<file path="config.mk">
export PLATFORM = sky130hd
export DESIGN_NAME = e203_ifu_flush_ctrl
export DESIGN_NICKNAME = d
export VERILOG_FILES = /design/src/rtl/e203_ifu_pkg.sv /design/src/rtl/e203_ifu_outs_cnt.sv /design/src/rtl/e203_ifu_flush_ctrl.sv
export SDC_FILE = /design/constraint.sdc
export NUM_CORES = 1
export LEC_CHECK = 0
export CORE_MARGIN = 2
export CORE_UTILIZATION = 50
export CTS_CLUSTER_SIZE = 25
export DETAILED_ROUTE_END_ITERATION = 8
export PLACE_DENSITY = 0.85
export RECOVER_POWER = 50
export SYNTH_ARGS = -nofsm -noshare
export SYNTH_HDL_FRONTEND = slang
export SYNTH_SLANG_ARGS = --single-unit
</file>
<file path="constraint.sdc">
create_clock -name clk -period 7.6 [get_ports clk]
set_input_delay 1.14 -clock clk [delete_from_list [all_inputs] [get_ports clk]]
set_output_delay 1.14 -clock clk [all_outputs]
set_load 0.02 [all_outputs]
</file>
<file path="src/rtl/e203_ifu_pkg.sv">
// ---------------------------------------------------------------------------
// e203_ifu_pkg
// Shared definitions for the IFU flush controller slice:
//   - flush FSM state encoding (IDLE / DRAIN / REDIR)
//   - default PC bus width
// Optional feature macro used by the importing top: E203_FLUSH_PC_BYPASS_EN
// ---------------------------------------------------------------------------
package e203_ifu_pkg;

    localparam int PC_SIZE_DEF = 32;

    localparam logic [1:0] ST_IDLE  = 2'd0;
    localparam logic [1:0] ST_DRAIN = 2'd1;
    localparam logic [1:0] ST_REDIR = 2'd2;

endpackage

</file>
<file path="src/rtl/e203_ifu_outs_cnt.sv">
// ---------------------------------------------------------------------------
// e203_ifu_outs_cnt
// Saturating up/down counter of outstanding ifetch bus requests.
// Ports:
//   clk, rst   core clock, synchronous active-high reset
//   inc        request handshake this cycle (+1)
//   dec        response handshake this cycle (-1)
//   cnt        current outstanding count
//   full       cnt == OUTS_MAX
//   empty      cnt == 0
// Simultaneous inc and dec leave the count unchanged; inc at full and
// dec at empty are ignored so the count stays within [0, OUTS_MAX].
// ---------------------------------------------------------------------------
module e203_ifu_outs_cnt #(
    parameter int OUTS_MAX = 2,
    parameter int CNT_W    = $clog2(OUTS_MAX + 1)
) (
    input  logic             clk,
    input  logic             rst,
    input  logic             inc,
    input  logic             dec,
    output logic [CNT_W-1:0] cnt,
    output logic             full,
    output logic             empty
);

    localparam logic [CNT_W-1:0] CNT_MAX = CNT_W'(OUTS_MAX);

    logic [CNT_W-1:0] cnt_q;
    logic [CNT_W-1:0] cnt_d;

    assign full  = (cnt_q == CNT_MAX);
    assign empty = (cnt_q == '0);
    assign cnt   = cnt_q;

    always_comb begin
        cnt_d = cnt_q;
        if (inc && !dec && !full) begin
            cnt_d = cnt_q + CNT_W'(1);
        end else if (dec && !inc && !empty) begin
            cnt_d = cnt_q - CNT_W'(1);
        end
    end

    always_ff @(posedge clk) begin
        if (rst) begin
            cnt_q <= '0;
        end else begin
            cnt_q <= cnt_d;
        end
    end

endmodule

</file>
<file path="src/rtl/e203_ifu_flush_ctrl.sv">
// ---------------------------------------------------------------------------
// e203_ifu_flush_ctrl
// Consumes the commit-stage flush request, computes the redirect PC, drains
// or kills in-flight instruction fetches, acknowledges the flush only once no
// pre-flush fetch is outstanding, then presents one redirect to the fetch FSM.
//
// Ports:
//   clk, rst            core clock, synchronous active-high reset
//   pipe_flush_req/ack  flush handshake with commit (ack is combinational)
//   pipe_flush_add_op1/2 flush PC adder operands
//   pipe_flush_pc       precomputed flush PC (only with E203_FLUSH_PC_BYPASS_EN)
//   ifetch_req_hsk      ifetch bus request accepted this cycle
//   ifetch_rsp_hsk      ifetch bus response returned this cycle
//   ifetch_req_allow    fetch FSM may issue a new bus request
//   ifetch_rsp_drop     current response is stale and must be discarded
//   redir_valid/ready   redirect handshake with the fetch FSM
//   redir_pc            redirect target
//   flush_busy          controller not idle
//
// Configuration macro: E203_FLUSH_PC_BYPASS_EN
//   defined   -> pipe_flush_pc is latched directly, the adder is removed and
//                the operand ports remain but are ignored
//   undefined -> flush PC is op1 + op2 (carry discarded)
// In both builds the target is halfword aligned (bit 0 cleared).
// ---------------------------------------------------------------------------
module e203_ifu_flush_ctrl
    import e203_ifu_pkg::*;
#(
    parameter int PC_SIZE  = PC_SIZE_DEF,
    parameter int OUTS_MAX = 2
) (
    input  logic               clk,
    input  logic               rst,
    input  logic               pipe_flush_req,
    output logic               pipe_flush_ack,
    input  logic [PC_SIZE-1:0] pipe_flush_add_op1,
    input  logic [PC_SIZE-1:0] pipe_flush_add_op2,
`ifdef E203_FLUSH_PC_BYPASS_EN
    input  logic [PC_SIZE-1:0] pipe_flush_pc,
`endif
    input  logic               ifetch_req_hsk,
    input  logic               ifetch_rsp_hsk,
    output logic               ifetch_req_allow,
    output logic               ifetch_rsp_drop,
    output logic               redir_valid,
    input  logic               redir_ready,
    output logic [PC_SIZE-1:0] redir_pc,
    output logic               flush_busy
);

    localparam int CNT_W = $clog2(OUTS_MAX + 1);

    function automatic logic [PC_SIZE-1:0] align_pc(input logic [PC_SIZE-1:0] pc);
        return pc & ~PC_SIZE'(1);
    endfunction

    logic [1:0]         state_q;
    logic [1:0]         state_d;
    logic [PC_SIZE-1:0] redir_pc_q;
    logic [PC_SIZE-1:0] redir_pc_d;
    logic               drop_q;
    logic               drop_d;

    logic [CNT_W-1:0]   outs_cnt;
    logic               outs_full;
    logic               outs_empty;
    logic               last_rsp;
    logic               cnt_zero_nxt;
    logic               drain_start;
    logic               ack_int;
    logic [PC_SIZE-1:0] flush_pc;

    e203_ifu_outs_cnt #(
        .OUTS_MAX (OUTS_MAX),
        .CNT_W    (CNT_W)
    ) u_outs_cnt (
        .clk   (clk),
        .rst   (rst),
        .inc   (ifetch_req_hsk),
        .dec   (ifetch_rsp_hsk),
        .cnt   (outs_cnt),
        .full  (outs_full),
        .empty (outs_empty)
    );

`ifdef E203_FLUSH_PC_BYPASS_EN
    assign flush_pc = align_pc(pipe_flush_pc);
`else
    assign flush_pc = align_pc(pipe_flush_add_op1 + pipe_flush_add_op2);
`endif

    // The final outstanding response is returning alone this cycle, so the
    // count reaches zero at the next edge and the flush may be acked now.
    assign last_rsp     = (outs_cnt == CNT_W'(1)) && ifetch_rsp_hsk && !ifetch_req_hsk;
    assign cnt_zero_nxt = (outs_empty && !ifetch_req_hsk) || last_rsp;
    assign drain_start  = (state_q == ST_IDLE) && pipe_flush_req && !outs_empty;

    always_comb begin
        state_d    = state_q;
        redir_pc_d = redir_pc_q;
        ack_int    = 1'b0;

        case (state_q)
            ST_IDLE: begin
                if (pipe_flush_req) begin
                    if (outs_empty) begin
                        ack_int = 1'b1;
                        state_d = ST_REDIR;
                    end else begin
                        state_d = ST_DRAIN;
                    end
                end
            end
            ST_DRAIN: begin
                if (!pipe_flush_req) begin
                    // Flush withdrawn; drop_q keeps killing stale responses.
                    state_d = ST_IDLE;
                end else if (outs_empty || last_rsp) begin
                    ack_int = 1'b1;
                    state_d = ST_REDIR;
                end
            end
            ST_REDIR: begin
                // A newer flush overrides the pending redirect even when the
                // fetch FSM is taking it in the same cycle.
                if (pipe_flush_req && outs_empty) begin
                    ack_int = 1'b1;
                end else if (pipe_flush_req) begin
                    state_d = ST_DRAIN;
                end else if (redir_ready) begin
                    state_d = ST_IDLE;
                end
            end
            default: begin
                state_d = ST_IDLE;
            end
        endcase

        if (ack_int) begin
            redir_pc_d = flush_pc;
        end
    end

    // Stale-response marker: armed when a flush must wait for fetches,
    // released as soon as nothing issued before the flush remains in flight.
    always_comb begin
        drop_d = (drop_q || drain_start || (state_q == ST_DRAIN)) && !cnt_zero_nxt;
    end

    always_ff @(posedge clk) begin
        if (rst) begin
            state_q    <= ST_IDLE;
            redir_pc_q <= '0;
            drop_q     <= 1'b0;
        end else begin
            state_q    <= state_d;
            redir_pc_q <= redir_pc_d;
            drop_q     <= drop_d;
        end
    end

    // All outputs are forced low while reset is held.
    assign pipe_flush_ack   = !rst && ack_int;
    assign ifetch_req_allow = !rst && (state_q == ST_IDLE) && !pipe_flush_req && !outs_full;
    assign ifetch_rsp_drop  = !rst && ifetch_rsp_hsk &&
                              (drop_q || drain_start || (state_q == ST_DRAIN));
    assign redir_valid      = !rst && (state_q == ST_REDIR);
    assign redir_pc         = rst ? '0 : redir_pc_q;
    assign flush_busy       = !rst && (state_q != ST_IDLE);

endmodule
</file>
==> results.py, run 1 <==
metrics = {
    "status": {
        "status": "finished with violations",
        "violations": "capacitance limit, slew limit",
    },
    "hold_path": {
        "holdCritStartpoint": "redir_pc_q[12]",
        "hold_end": "redir_pc_q[12]",
        "hp-class": "register to register",
        "hold_depth": 2,
    },
    "global_route": {
        "antenna_found_initial": 0,
        "grt_pass1_vias": 3238,
        "grt_start_max_net_pins": 67,
        "gr-usage-all-layers_pct": 23.9,
        "overflow": 0,
        "grt_pass1_wl_um": 14700,
    },
    "clocking": {
        "clk_latency_ps": 280,
        "cts_hold_buffers": 0,
        "ctsHtreeMaxLevel": 2,
        "root_buffer": "clkbuf_8",
        "post_cts_buffers": 0,
        "cts_buffers": 5,
        "cts_resized": 0,
        "cts_tree": "done",
        "clkTransAtPathRegs_ps": 60,
        "cts_buffer_depth": 2,
        "cts_sinks": 36,
    },
    "timing": {
        "slew-limit-headroom_pct": -70.7,
        "finClkSkew_ps": 2.71,
        "timing.fmax_mhz": 186,
        "setup_slack_ps": 2230,
        "setup_viol": 0,
        "final_hold_viol_count": 0,
        "rsz0062_at_grt": "no",
        "fin_crit_sh_pct": 70.7,
        "final.setup.tns_ps": 0,
        "slew_viol_final": 104,
        "tightest_slew_ps": 2560,
        "timing.hold.ws_ps": 449,
        "timing.final.crit_period_ps": 5370,
    },
    "route": {
        "routed_wl_um": 8880,
        "drc": 0,
        "wl_met3_um": 471,
        "drt-pass1-iter-count": 5,
        "top_layer": "met4",
        "wl_per_cell_um": 14.4,
        "via_count": 3565,
        "final_antenna_net_count": 0,
        "drt_iter0_drc": 199,
        "met2_length_um": 4270,
        "routed_via_density": 5.79,
        "met1_length_um": 4040,
    },
    "yosys": {
        "synth_edf_count": 0,
        "synth-seq-cells": 36,
        "synth-async-reset-ratio_pct": 0,
        "syn_inst": 456,
        "seq_area_frac_synth_pct": 21.3,
        "syn_area_sq_um": 3380,
        "synth_most_common_cell": "nand2_1",
        "post_synth_main_area_contributors": "dfxtp_1, ha_1, a21oi_1",
        "synthTopCellsByCount": "nand2_1, a21oi_1, dfxtp_1",
        "yosys_warnings": 0,
        "yosysTopAreaCell": "dfxtp_1",
        "synth_top_area_share_pct": 21.3,
        "avgSynthCellArea_sq_um": 7.41,
        "synth_cell_type_count": 57,
        "synth_flop_cell": "dfxtp_1",
        "synth_nets": 560,
    },
    "final_layout": {
        "fillers": 533,
        "drive_gt1_share_pct": 2.60,
        "insertedDiodeCount": 0,
        "multi_input_area_sq_um": 2480,
        "ff_latch_area_sq_um": 721,
        "syn_to_final_growth_pct": 32.8,
        "nets": 642,
        "final_core_util_pct": 69.5,
    },
    "critical_path": {
        "worst-r2r-cell-count": 9,
        "critical_path_peak_fanout": 66,
        "cp_slowest_stage_delay_ps": 1780,
        "crit_path_end_kind": "output pin",
        "critPathRequiredTime_ps": 6460,
        "r2r-start": "u_outs_cnt.cnt[1]",
        "arrival_ps": 4230,
        "crit_chain": "clkbuf_1 -> or3_1 -> clkinv_1 -> clkdlybuf4s50_1",
        "r2r-end": "redir_pc_q[31]",
        "cp_num_buf_inv": 3,
        "cpMaxStageDelayCell": "clkbuf_1",
        "critPathLaunchType": "primary input",
        "r2r_slack_ps": 4510,
        "critPathKind": "primary input to output pin",
        "path_delay_family": "buffers and inverters",
    },
    "floorplanning": {
        "die-area_sq_um": 7440,
        "ios": 107,
        "core_area_sq_um": 6460,
        "std_cell_rows": 29,
        "start_util_pct": 52.3,
        "die_x_um": 86.2,
        "fp.dieH_um": 86.2,
    },
    "power": {
        "ir_drop_uv": 73.2,
        "fin_total_pwr_mw": 0.709,
        "power.density_nw_per_um2": 158,
        "p_leak_nw": 1.86,
    },
    "run": {
        "maxCapViolations": 2,
    },
    "placement": {
        "globalplace.congestion": 0.923,
        "port_buffers": 105,
        "dp.final_hpwl_um": 6950,
        "dp_slack_ps": 3230,
    },
}
cells in the final DEF (no fill, tap or decap), drive strengths merged, types with 4 or more instances in the layout:
cell type      instances
a31oi                  5
xor2                  11
o31ai                  7
xnor2                 17
clkbuf                10
a22o                   6
clkdlybuf4s50         97
a211oi                 9
dlygate4sd3            7
nand4                  6
o21ai                 16
and2                   5
inv                   13
nand2                 60
nor3                   8
o211ai                 4
nor2b                 33
a21oi                 51
a21o                  21
a211o                  4
ha                    33
nand2b                 4
nor2                  27
dfxtp                 36
nand3                 10
sequential cells by signal, summed over array words and instances (netlist names):
| register | flops |
|---|---|
| u_outs_cnt.cnt | 2 |
| drop_q | 1 |
| state_q | 2 |
| redir_pc_q | 31 |
final cells by class:
cell class	instances	share of cell area (%)
Clock buffer	8	2.01
Timing Repair Buffer	106	23.3
Multi-Input combinational cell	375	55.3
Tap cell	77	2.15
Sequential cell	36	16.0
Inverter	14	1.17
how the worst max path moves through the flow:
stage	from	to	slack (ps)	cells past startpoint
finish	rst	pipe_flush_ack	2230	4
floorplan	rst	ifetch_rsp_drop	4180	4
global placement	ifetch_rsp_hsk	pipe_flush_ack	3300	7
global route	rst	pipe_flush_ack	1860	4
detailed placement	ifetch_rsp_hsk	pipe_flush_ack	3230	7
CTS	ifetch_rsp_hsk	pipe_flush_ack	3220	7
power by group:
| part | internal (mW) | switching, mW | total [mW] |
|---|---|---|---|
| combinational | 0.159 | 0.186 | 0.345 |
| clock | 0.0738 | 0.0614 | 0.135 |
| sequential | 0.217 | 0.0117 | 0.229 |
| total | 0.450 | 0.259 | 0.709 |
metal layers:
layer | global-route usage [%] | vias to the layer above
li1 | - | 1786
met1 | 32.1 | 1632
met2 | 41.5 | 136
met3 | 2.38 | 11
met4 | 5.11 | 0
met5 | 0 | -
worst min-delay path: stages (launching register included):
cell and delay [ps]:
dfxtp_1 300, nand2_1 50, a21oi_1 50
logic make-up (layout without fill, tap and decap cells):
kind of cell	count (synthesis)	count (layout)	share of synthesized area, %
flops	36	36	21.3
fa+ha+maj	34	34	12.8
simple gates	167	167	24.2
buf+inv	45	128	5.11
xor+xnor	28	28	7.25
mux	2	2	0.592
other cells	1	1	0.111
compound gates	143	143	28.6
per-stage QoR:
step,instance area (sq um),cells
2_1_floorplan,3380,456
3_3_place_gp,4410,608
3_5_place_dp,4410,608
4_1_cts,4500,616
5_1_grt,4490,616
6_report,4490,616
No activity file was read; power rests on OpenSTA's default activity.
==> inputs of run 2 (changes only) <==
Settings changed: CORE_UTILIZATION 50 to 48, PLACE_DENSITY 0.85 to 0.82.
Clock period 7.6 ns to 5.09 ns, I/O delays scaled along.
==> run 2 against run 1 <==
- the run still ends with capacitance limit, slew limit left
- register-to-register slack worse by 2500 ps
- core utilization down 2.9 points
- sequential power up 49%
- clock power up 64%
- count of clock-buffer cells in the layout down 1
- largest cell class unchanged
- sequential share of layout area down 0.12 points
- final area up 0.78%
- clock skew up 3.2 ps
- critical path depth unchanged
- non-clock buffer count up 1
- critical path type unchanged
- global-route usage down 1.2 points
==> results.py, run 2 (synthesized netlist as in run 1, its figures left out) <==
metrics = {
    "timing": {
        "tightest_slew_ps": 2000,
        "timing.final.crit_period_ps": 4040,
        "slew-limit-headroom_pct": -33.2,
        "timing.fmax_mhz": 247,
        "fin_crit_sh_pct": 79.4,
        "finClkSkew_ps": 5.86,
        "final_hold_viol_count": 0,
        "setup_viol": 0,
        "setup_slack_ps": 1050,
        "rsz0062_at_grt": "no",
        "final.setup.tns_ps": 0,
        "slew_viol_final": 82,
        "timing.hold.ws_ps": 449,
    },
    "hold_path": {
        "holdCritStartpoint": "redir_pc_q[3]",
        "hp-class": "register to register",
        "hold_end": "redir_pc_q[3]",
        "hold_depth": 2,
    },
    "placement": {
        "globalplace.congestion": 0.911,
        "place_inst": 628,
        "dp_slack_ps": 1330,
        "dp.final_hpwl_um": 6870,
        "port_buffers": 105,
    },
    "global_route": {
        "grt_pass1_vias": 3207,
        "grt_pass1_wl_um": 14300,
        "met2_usage_pct": 36.9,
        "overflow": 0,
        "grt_busiest_layer": "met2",
        "grtUsageMet1_pct": 30.9,
        "use_met3_pct": 3.77,
        "grt_start_max_net_pins": 45,
        "gr-usage-all-layers_pct": 22.7,
        "antenna_found_initial": 0,
    },
    "power": {
        "intPower_mw": 0.679,
        "p_comb_share_pct": 47.4,
        "fin_total_pwr_mw": 1.07,
        "p_switching_mw": 0.390,
        "p_clk_share_pct": 20.7,
        "ir_drop_uv": 115,
        "power_frac_seq_pct": 31.9,
        "p_leak_nw": 1.90,
        "swShare_pct": 36.5,
        "power.density_nw_per_um2": 236,
    },
    "critical_path": {
        "critPathRequiredTime_ps": 4330,
        "critPathKind": "primary input to output pin",
        "startpoint": "rst",
        "critPathLaunchType": "primary input",
        "r2r-start": "u_outs_cnt.cnt[1]",
        "r2r-end": "redir_pc_q[7]",
        "worst-r2r-cell-count": 8,
        "crit_path_end_kind": "output pin",
        "r2r_slack_ps": 2000,
        "arrival_ps": 3280,
        "critical_path_peak_fanout": 44,
    },
    "floorplanning": {
        "die_x_um": 87.9,
        "die-area_sq_um": 7730,
        "start_util_pct": 49.8,
        "fp.dieH_um": 87.9,
        "ios": 107,
        "std_cell_rows": 30,
        "core_area_sq_um": 6790,
    },
    "clocking": {
        "cts_buffer_depth": 2,
        "clk_latency_ps": 290,
        "ctsHtreeMaxLevel": 2,
        "clkTransAtPathRegs_ps": 70,
        "post_cts_buffers": 0,
        "cts_sinks": 36,
        "root_buffer": "clkbuf_8",
        "cts_hold_buffers": 0,
        "cts_buffers": 5,
        "cts_resized": 0,
        "cts_tree": "done",
    },
    "final_layout": {
        "largest_reg_flops": 31,
        "layout_common_cells": "clkdlybuf4s50_1, nand2_1, a21oi_1",
        "nets": 643,
        "top_register": "redir_pc_q",
        "drive_gt1_share_pct": 2.97,
        "syn_to_final_growth_pct": 33.9,
        "final_common_cell": "clkdlybuf4s50_1",
        "fin_cells": 635,
        "insertedDiodeCount": 0,
    },
    "route": {
        "drc": 0,
        "routed_via_density": 5.52,
        "drt_iter0_drc": 185,
        "via_count": 3507,
        "drt-pass1-iter-count": 4,
        "routed_wl_um": 8610,
        "final_antenna_net_count": 0,
        "wl_per_cell_um": 13.6,
    },
    "run": {
        "maxCapViolations": 2,
    },
    "status": {
        "violations": "capacitance limit, slew limit",
        "status": "finished with violations",
    },
}
-- run 2: how the worst max path moves through the flow --
stage	to	slack, ps
2_1_floorplan	redir_pc_q[31]	2180
3_3_place_gp	redir_pc_q[28]	1470
3_5_place_dp	redir_pc_q[20]	1330
4_1_cts	pipe_flush_ack	1470
5_1_grt	redir_pc[24]	850
6_report	redir_pc[25]	1050
-- run 2: power by group through the flow --
stage / clock network (mW) / logic, mW / registers (mW)
detailed placement: 0 / 0.509 / 0.348
global route: 0.240 / 0.559 / 0.347
CTS: 0.226 / 0.512 / 0.341
global placement: 0 / 0.503 / 0.346
floorplan: 0 / 0.347 / 0.340
finish: 0.221 / 0.507 / 0.341
-- run 2: critical path, cell delays in order --
cell and delay [ps]:
buf_2 320, clkbuf_1 1310, nor2b_1 220, clkdlybuf4s50_1 630
-- run 2: area by class of cell --
type                            count  area, sq um
Clock buffer                        7         96.3
Fill cell                         608         2270
Inverter                           14         52.6
Multi-Input combinational cell    375         2480
Sequential cell                    36          721
Tap cell                           96          120
Timing Repair Buffer              107         1050
-- run 2: layer usage --
| layer | share of wire, % | routed length (um) |
|---|---|---|
| met1 | 45 | 3850 |
| met2 | 48 | 4140 |
| met3 | 5.0 | 431 |
| met4 | 2.2 | 187 |
| met5 | 0 | 0 |
-- run 2: through the flow --
| stage | cell area, sq um | utilization [%] |
|---|---|---|
| after global placement | 4440 | 65.4 |
| after detailed placement | 4440 | 65.4 |
| after CTS | 4540 | 66.8 |
| after floorplan | 3380 | - |
| after global routing | 4530 | 66.6 |
| final | 4530 | 66.6 |
==> inputs of run 3 (changes only) <==
Clock period 5.09 ns to 3.95 ns, I/O delays scaled along.
==> run 3 against run 2 <==
- the flow still finishes with violations (capacitance limit, slew limit)
- clock power grew 45%
- final cell count grew 0.31%
- flip-flop and latch count is the same
- non-clock buffer count grew 1
- core utilization grew 0.41 points
- final area grew 0.61%
- global-route usage grew 0.34 points
- via count grew 1.9%
- first-iteration DRC count shrank 15%
==> results.py, run 3 (synthesized netlist as in run 1, its figures left out) <==
metrics = {
    "timing": {
        "timing.fmax_mhz": 284,
        "setup_viol": 0,
        "final_hold_viol_count": 0,
        "setup_slack_ps": 429,
        "timing.final.crit_period_ps": 3520,
        "rsz0062_at_grt": "no",
        "final.setup.tns_ps": 0,
        "slew-limit-headroom_pct": -36.4,
        "finClkSkew_ps": 3.81,
        "timing.hold.ws_ps": 447,
        "slew_viol_final": 37,
        "tightest_slew_ps": 2050,
        "fin_crit_sh_pct": 89.1,
    },
    "floorplanning": {
        "die_x_um": 87.9,
        "std_cell_rows": 30,
        "fp.dieH_um": 87.9,
        "ios": 107,
        "core_area_sq_um": 6790,
        "die-area_sq_um": 7730,
        "start_util_pct": 49.8,
    },
    "route": {
        "final_antenna_net_count": 0,
        "drc": 0,
        "drt_iter0_drc": 158,
        "met1_length_um": 4050,
        "wl_per_cell_um": 14.0,
        "routed_wl_um": 8890,
        "drt-pass1-iter-count": 4,
        "top_layer": "met4",
        "via_count": 3574,
        "wl_met3_um": 449,
        "routed_via_density": 5.61,
        "met2_length_um": 4200,
    },
    "placement": {
        "dp_slack_ps": 482,
        "placed_area_sq_um": 4450,
        "globalplace.congestion": 0.897,
        "dp.final_hpwl_um": 7110,
        "port_buffers": 105,
    },
    "critical_path": {
        "critPathRequiredTime_ps": 3360,
        "cpMaxStageDelayCell": "clkbuf_1",
        "cp_num_buf_inv": 3,
        "critPathLaunchType": "primary input",
        "path_delay_family": "buffers and inverters",
        "crit_path_end_kind": "output pin",
        "critical_path_peak_fanout": 40,
        "arrival_ps": 2930,
        "cp_slowest_stage_delay_ps": 770,
        "critPathKind": "primary input to output pin",
        "crit_chain": "clkbuf_1 -> clkbuf_2 -> nor2b_1 -> dlygate4sd3_1",
    },
    "final_layout": {
        "final_core_util_pct": 67.0,
        "syn_to_final_growth_pct": 34.7,
        "layout_common_cells": "clkdlybuf4s50_1, nand2_1, a21oi_1",
        "nets": 644,
        "insertedDiodeCount": 0,
        "drive_gt1_share_pct": 3.51,
        "largest_reg_flops": 31,
        "final_common_cell": "clkdlybuf4s50_1",
        "stdcell_area_sq_um": 4550,
        "top_register": "redir_pc_q",
    },
    "run": {
        "maxCapViolations": 1,
    },
    "global_route": {
        "gr-usage-all-layers_pct": 23.0,
        "overflow": 0,
        "grt_start_max_net_pins": 41,
        "grt_pass1_vias": 3319,
        "antenna_found_initial": 0,
        "grt_pass1_wl_um": 14500,
    },
    "power": {
        "p_leak_nw": 1.92,
        "power.density_nw_per_um2": 313,
        "ir_drop_uv": 178,
    },
    "clocking": {
        "cts_buffer_depth": 2,
        "cts_resized": 0,
        "clkTransAtPathRegs_ps": 70,
        "post_cts_buffers": 0,
        "cts_hold_buffers": 0,
        "cts_sinks": 36,
        "root_buffer": "clkbuf_8",
        "clk_latency_ps": 280,
        "cts_buffers": 5,
        "cts_tree": "done",
        "ctsHtreeMaxLevel": 2,
    },
    "status": {
        "violations": "capacitance limit, slew limit",
        "status": "finished with violations",
    },
    "hold_path": {
        "hp-class": "register to register",
    },
}
[run 3: path summary, 6_finish.rpt]
| check | slack (ps) | to | cells past startpoint | from |
|---|---|---|---|---|
| max reg2reg | 800 | redir_pc_q[31] | 9 | u_outs_cnt.cnt[1] |
| min reg2reg | 450 | redir_pc_q[7] | 2 | redir_pc_q[7] |
| min | 450 | redir_pc_q[7] | 2 | redir_pc_q[7] |
| max | 430 | redir_pc[14] | 4 | rst |
[run 3: cell type report]
cell class,count,area (sq um)
inverters,14,52.6
clock inverters,2,35.0
clock buffers,6,72.6
repair buffers,108,1060
fillers,581,2240
well taps,96,120
multi-input cells,375,2490
flip-flops and latches,36,721
[run 3: where the power goes]
part           internal, mW  leakage, nW  total (mW)  switching [mW]
registers             0.418        0.296       0.441          0.0230
clock network         0.187       0.0552       0.320           0.133
logic                 0.305         1.57       0.663           0.358
total                 0.910         1.92        1.42           0.514
[run 3: worst register-to-register path: cells and delay by family (launching register included)]
kind | cells | cell delay, ps
simple gates | 4 | 1810
compound gates | 3 | 500
flops | 1 | 400
fa+ha+maj | 1 | 180
buf+inv | 1 | 90
[run 3: routing by layer]
metal,track usage [%],vias up
li1,-,1796
met1,30.0,1635
met2,38.6,124
met3,4.24,19
met4,6.85,0
met5,0,-
[run 3: per-stage QoR]
stage                     power [mW]  instances
after floorplan                0.885        456
after global placement          1.10        629
after detailed placement        1.11        629
after CTS                       1.43        637
after global routing            1.52        637
final                           1.42        637
